## config.mk

```make
export PLATFORM = sky130hd
export DESIGN_NAME = ntt_stage_seq
export DESIGN_NICKNAME = d
export VERILOG_FILES = /design/src/rtl/ntt_ctrl_pkg.sv /design/src/rtl/ntt_seq_watchdog.sv /design/src/rtl/ntt_stage_seq.sv
export SDC_FILE = /design/constraint.sdc
export NUM_CORES = 1
export LEC_CHECK = 0
export ABC_AREA = 1
export CORE_AREA = 2 2 97 99
export DETAILED_ROUTE_END_ITERATION = 16
export DIE_AREA = 0 0 99 101
export PLACE_DENSITY = 0.92
export RECOVER_POWER = 100
export SETUP_SLACK_MARGIN = 0.4
export SLEW_MARGIN = 10
export SYNTH_ARGS = -nofsm -noshare
export SYNTH_HDL_FRONTEND = slang
export SYNTH_SLANG_ARGS = --single-unit
```

## constraint.sdc

```tcl
create_clock -name ap_clk -period 4.43 [get_ports ap_clk]
set_clock_uncertainty 0.2 [all_clocks]
set_input_delay 0.6645 -clock ap_clk [delete_from_list [all_inputs] [get_ports ap_clk]]
set_output_delay 0.6645 -clock ap_clk [all_outputs]
set_load 0.005 [all_outputs]
```

## src/rtl/ntt_ctrl_pkg.sv

```systemverilog
// ntt_ctrl_pkg -- shared constants for the NTT stage sequencing controllers.
// Holds the default scalar width, the transform stage count (N=1024 -> 10),
// the default watchdog limit and the 2-bit sequencer state encoding.
package ntt_ctrl_pkg;

    localparam int unsigned STAGE_W     = 32;
    localparam int unsigned LOG2N       = 10;
    localparam int unsigned TIMEOUT_CYC = 4096;

    localparam logic [1:0] ST_IDLE  = 2'd0;
    localparam logic [1:0] ST_ISSUE = 2'd1;
    localparam logic [1:0] ST_WAIT  = 2'd2;
    localparam logic [1:0] ST_DONE  = 2'd3;

endpackage

```

## src/rtl/ntt_seq_watchdog.sv

```systemverilog
// ntt_seq_watchdog -- cycle counter that flags a downstream stage that
// never completes. Only instantiated when NTT_STAGE_SEQ_WATCHDOG_EN is defined.
// Ports:
//   clk, rst  clock and asynchronous active-high reset
//   clr       restart the count (held while a stage is being issued)
//   en        count one cycle (held while waiting for the stage)
//   expired   the count reaches TIMEOUT_CYC at the end of this cycle
module ntt_seq_watchdog #(
    parameter int unsigned TIMEOUT_CYC = ntt_ctrl_pkg::TIMEOUT_CYC
) (
    input  logic clk,
    input  logic rst,
    input  logic clr,
    input  logic en,
    output logic expired
);

    localparam int unsigned CNT_W = $clog2(TIMEOUT_CYC + 1);

    logic [CNT_W-1:0] r_cnt;

    // Cycle counter; the sequencer leaves WAIT on expiry, so it never wraps.
    always_ff @(posedge clk or posedge rst) begin
        if (rst) begin
            r_cnt <= '0;
        end else if (clr) begin
            r_cnt <= '0;
        end else if (en) begin
            r_cnt <= r_cnt + CNT_W'(1);
        end
    end

    // Decoded from the register: this WAIT cycle is the TIMEOUT_CYC-th one.
    assign expired = (r_cnt == CNT_W'(TIMEOUT_CYC - 1));

endmodule

```

## src/rtl/ntt_stage_seq.sv

```systemverilog
// ntt_stage_seq -- runs a sequence of NTT butterfly stages by handshaking
// with a downstream L-stage controller, one stage at a time.
// Optional build macro: NTT_STAGE_SEQ_WATCHDOG_EN adds a per-stage watchdog
// that aborts the sequence (err=1) if a stage never reports done.
// Ports:
//   ap_clk, ap_rst        clock, asynchronous active-high reset
//   ap_start              level request; first_stage/num_stages sampled with it
//   first_stage           index of the first stage
//   num_stages            stage count, clamped to LOG2N
//   ap_done, ap_ready     one-cycle end-of-sequence pulse
//   ap_idle               high while idle
//   err                   sticky watchdog abort flag (0 without the watchdog)
//   l_stage__ap_start     one-cycle start pulse to the downstream controller
//   l_stage__stage        stage index for the downstream controller
//   l_stage__ap_done      completion pulse from the downstream controller
module ntt_stage_seq #(
    parameter int unsigned STAGE_W     = ntt_ctrl_pkg::STAGE_W,
    parameter int unsigned LOG2N       = ntt_ctrl_pkg::LOG2N,
    parameter int unsigned TIMEOUT_CYC = ntt_ctrl_pkg::TIMEOUT_CYC
) (
    input  logic               ap_clk,
    input  logic               ap_rst,
    input  logic               ap_start,
    input  logic [STAGE_W-1:0] first_stage,
    input  logic [STAGE_W-1:0] num_stages,
    output logic               ap_done,
    output logic               ap_ready,
    output logic               ap_idle,
    output logic               err,
    output logic               l_stage__ap_start,
    output logic [STAGE_W-1:0] l_stage__stage,
    input  logic               l_stage__ap_done
);

    import ntt_ctrl_pkg::*;

    logic [1:0]         r_state;
    logic [1:0]         w_state_nxt;
    logic [STAGE_W-1:0] r_cur;
    logic [STAGE_W-1:0] w_cur_nxt;
    logic [STAGE_W-1:0] r_rem;
    logic [STAGE_W-1:0] w_rem_nxt;
    logic [STAGE_W-1:0] w_rem_clamp;

`ifdef NTT_STAGE_SEQ_WATCHDOG_EN
    logic r_err;
    logic w_err_nxt;
    logic w_expired;

    ntt_seq_watchdog #(
        .TIMEOUT_CYC (TIMEOUT_CYC)
    ) u_watchdog (
        .clk     (ap_clk),
        .rst     (ap_rst),
        .clr     (r_state == ST_ISSUE),
        .en      (r_state == ST_WAIT),
        .expired (w_expired)
    );

    always_ff @(posedge ap_clk or posedge ap_rst) begin
        if (ap_rst) begin
            r_err <= 1'b0;
        end else begin
            r_err <= w_err_nxt;
        end
    end

    assign err = r_err;
`else
    // Without the watchdog the limit is irrelevant and WAIT is unbounded.
    logic w_unused_cfg;
    assign w_unused_cfg = ^32'(TIMEOUT_CYC);
    assign err          = 1'b0;
`endif

    // State and stage counters.
    always_ff @(posedge ap_clk or posedge ap_rst) begin
        if (ap_rst) begin
            r_state <= ST_IDLE;
            r_cur   <= '0;
            r_rem   <= '0;
        end else begin
            r_state <= w_state_nxt;
            r_cur   <= w_cur_nxt;
            r_rem   <= w_rem_nxt;
        end
    end

    // Next-state and counter update.
    always_comb begin
        w_state_nxt = r_state;
        w_cur_nxt   = r_cur;
        w_rem_nxt   = r_rem;
`ifdef NTT_STAGE_SEQ_WATCHDOG_EN
        w_err_nxt   = r_err;
`endif
        w_rem_clamp = (num_stages > STAGE_W'(LOG2N)) ? STAGE_W'(LOG2N) : num_stages;

        case (r_state)
            ST_IDLE: begin
                if (ap_start) begin
`ifdef NTT_STAGE_SEQ_WATCHDOG_EN
                    w_err_nxt = 1'b0;
`endif
                    if (w_rem_clamp != '0) begin
                        w_cur_nxt   = first_stage;
                        w_rem_nxt   = w_rem_clamp;
                        w_state_nxt = ST_ISSUE;
                    end else begin
                        w_state_nxt = ST_DONE;
                    end
                end
            end
            ST_ISSUE: begin
                w_state_nxt = ST_WAIT;
            end
            ST_WAIT: begin
                // A done in the expiry cycle takes priority over the timeout.
                if (l_stage__ap_done) begin
                    if (r_rem == STAGE_W'(1)) begin
                        w_state_nxt = ST_DONE;
                    end else begin
                        w_cur_nxt   = r_cur + STAGE_W'(1);
                        w_rem_nxt   = r_rem - STAGE_W'(1);
                        w_state_nxt = ST_ISSUE;
                    end
                end
`ifdef NTT_STAGE_SEQ_WATCHDOG_EN
                else if (w_expired) begin
                    w_err_nxt   = 1'b1;
                    w_state_nxt = ST_DONE;
                end
`endif
            end
            default: begin
                // ST_DONE
                w_state_nxt = ST_IDLE;
            end
        endcase
    end

    // Handshake outputs decoded straight from the state register.
    assign ap_idle           = (r_state == ST_IDLE);
    assign ap_done           = (r_state == ST_DONE);
    assign ap_ready          = (r_state == ST_DONE);
    assign l_stage__ap_start = (r_state == ST_ISSUE);
    assign l_stage__stage    = r_cur;

endmodule

```

==> results.tsv <==
stage	metric	value	unit
critical_path	crit_path_start_kind	flop	
critical_path	worstPathMaxFanout	102	
yosys	yosys-top-cells-count	360 x nand2_1, 132 x nor2_1, 66 x dfrtp_1	
die	fp.dieH	101	µm
job	maxCapViolations	0	
power_and_ir_drop	power_per_cell_area	658	mW/mm²
yosys	ys.warnings.count	0	
clocking	cts_resized	0	
yosys	synthDominantCellAreaShare	33.5	%
clocking	cts_htree_levels	3	
hold_path	hold_path_startpoint	r_rem[31]$_DFFE_PP0P_	
clocking	clk-insertion-delay-late	350	ps
critical_path	reg2reg_depth	9	
yosys	synth_cells	813	
sta	holdWs	322	ps
critical_path	r2r_slack	1320	ps
status	outcome	finished, final reports clean	
critical_path	reg2reg_to	l_stage__stage[5]$_DFFE_PP0P_	
route	wirelength	13300	µm
sta	fmax	321	MHz
sta	setup_viol	0	
global_routing	grt_usage	27.4	%
yosys	ys_seq_area_share	33.5	%
sta	rsz0062_at_grt	false	
route	drt_first_iter_violations	264	
global_routing	grt_remaining_overflow	0	
sta	hold_viol_final	0	
global_routing	grt_pass1_wl	22400	µm
sta	tightest_slew	1260	ps
clocking	cts_setup_buffers	0	
yosys	syn_nets	884	
clocking	cts.sinks	66	
cells_and_area	num-fill-cells	767	
sta	layout_worst_path_cycle_share	70.3	%
route	detail_route.vias_per_cell	5.18	
global_routing	antenna_found_initial	0	
route	wl_per_cell	13.0	µm
sta	fin_crit	3110	ps
cells_and_area	fin_nets	977	
yosys	ys_top_cells_by_area	dfrtp_1 33%, nand2_1 27%, nor2_1 10%, inv_1 4.1%, nand3_1 3.8%	
hold_path	min_path_cells	2	
die	std_cell_rows	35	
critical_path	critPathArrivalTime	3150	ps
route	vias	5287	
critical_path	endpoint_kind	flop	
power_and_ir_drop	ir_worst_vdd	0.000360	V
yosys	post-synth-top-area-cell	dfrtp_1	
yosys	synth.distinct_cells	32	
global_routing	grt_pass1_vias	4956	
cells_and_area	drive_above_1_share	3.19	%
yosys	ys_ff_latch	66	
die	placeableCoreArea	0.00898	mm²
route	postRouteAntennaNets	0	
clocking	numCtsBuffers	9	
critical_path	reg2reg_from	r_state[1]$_DFFE_PP0P_	
placement	post-dp-hpwl	9640	µm
route	firstDrtPassIters	5	
die	initial_core_util	55.0	%
yosys	synth-main-ff-cell	dfrtp_1	
yosys	synth_most_common_cell	nand2_1	
route	drc	0	
yosys	synth_area	0.00494	mm²
yosys	synth_edf_count	0	
clocking	hold_buffers	0	
clocking	clk_path_buf_depth	2	
placement	io_buffers	103	
clocking	cts_tree	built	
die	fp.dieW	99	µm
yosys	synth.avg_cell_area	6.07	µm²
cells_and_area	area_growth	25.6	%
hold_path	min_path_type	flop to flop	
sta	slew_headroom	16.1	%
global_routing	grt_start_max_net_pins	103	
power_and_ir_drop	p_leak	3.06	nW
clocking	clkSlewWorstSetupHoldPaths	70	ps
clocking	ctsRootBufferMaster	clkbuf_8	
hold_path	hold-path-endpoint	r_rem[31]$_DFFE_PP0P_	
critical_path	cp.required	4470	ps
yosys	async_flop_share	100	%
die	die_area	0.0100	mm²
cells_and_area	antennaDiodeCount	0	
critical_path	worstSetupPathType	flop to flop	
die	io_pins	105	
sta	drv_slew	0	
placement	gp_congestion	0.977	
sta	fin_setup_tns	0	ps
-- logic make-up after synthesis --
logic type / after synthesis / synth area share, %
and+or+nand+nor: 566 / 46.4
buffers and inverters: 80 / 6.92
AOI/OAI and AO/OA: 71 / 7.55
DFF: 66 / 33.5
xor gates and xnor gates: 18 / 3.19
muxes: 8 / 1.62
adders and majority gates: 3 / 0.761
other: 1 / 0.0760
-- how the worst max path moves through the flow --
stage / start / to / slack (ps) / depth (start not counted)
floorplan: ap_rst / l_stage__stage[0]$_DFFE_PP0P_ / 1910 / 1
global placement: num_stages[0] / l_stage__stage[3]$_DFFE_PP0P_ / 1310 / 9
detailed placement: num_stages[2] / l_stage__stage[6]$_DFFE_PP0P_ / 1150 / 9
CTS: r_state[1]$_DFFE_PP0P_ / l_stage__stage[6]$_DFFE_PP0P_ / 1430 / 9
global route: r_state[1]$_DFFE_PP0P_ / r_rem[15]$_DFFE_PP0P_ / 990 / 9
finish: r_state[1]$_DFFE_PP0P_ / l_stage__stage[5]$_DFFE_PP0P_ / 1320 / 9
-- critical path, cell delays in order (launching register included) --
cell and delay, ps:
dfrtp_1 400, inv_1 80, nor2_1 50, clkinv_1 50, buf_4 390, or2_0 210
nand2_1 60, nor2_1 260, nand3_4 760, o21ai_0 490
-- power breakdown --
group          switching [W]  internal [W]
Combinational        0.00144      0.000916
Clock               0.000237      0.000303
Sequential          0.000347      0.000839
-- stage by stage --
step	util (%)	total power (W)	setup WS, ps	cell area, µm²	cells
5_1_grt	69.1	0.00447	986	6200	1021
4_1_cts	69.2	0.00415	1430	6210	1021
3_5_place_dp	66.9	0.00360	1150	6010	1006
2_1_floorplan	-	0.00283	1910	4940	813
3_3_place_gp	66.9	0.00353	1310	6010	1006
6_report	69.1	0.00408	1320	6200	1021
-- cell usage in the layout (no fill, tap or decap), types with 2 or more instances in the layout --
master           synthesis  layout
a21oi_1                  5       5
buf_4                   10       3
clkbuf_8                 0      12
clkdlybuf4s50_1          0      66
dfrtp_1                 66      66
dlygate4sd3_1            0      37
ha_1                     3       3
inv_1                   54      55
mux2i_1                  8       8
nand2_1                360     360
nand3_1                 37      36
nand3b_1                15      15
nand4_1                  4       4
nor2_1                 132     135
nor2_2                   4       2
o21ai_0                 36      59
o21bai_1                 3       3
or2_0                    1       2
or2_2                    8       8
xnor2_1                  9       9
xor2_1                   9       9
-- layer usage --
layer  wire length (µm)  share of wire [%]  GRT usage, %
met1               5690                 43          33.2
met2               6660                 50          50.3
met4                284                2.1          9.69
met3                627                4.7          3.12
met5                  0                  0             0
-- state kept, by name, indices dropped and copies added, names as in the netlist --
register	cells
r_rem	32
r_state	2
l_stage__stage	32
-- cell type report --
cell class | count | area, µm² | area share (%)
multi-input cells | 667 | 2940 | 47.5
repair buffers | 106 | 1050 | 17.0
clock inverters | 2 | 35.0 | 0.565
flip-flops and latches | 66 | 1650 | 26.6
well taps | 111 | 139 | 2.24
clock buffers | 13 | 169 | 2.72
inverters | 56 | 210 | 3.39
No activity file was read; power rests on OpenSTA's default activity.
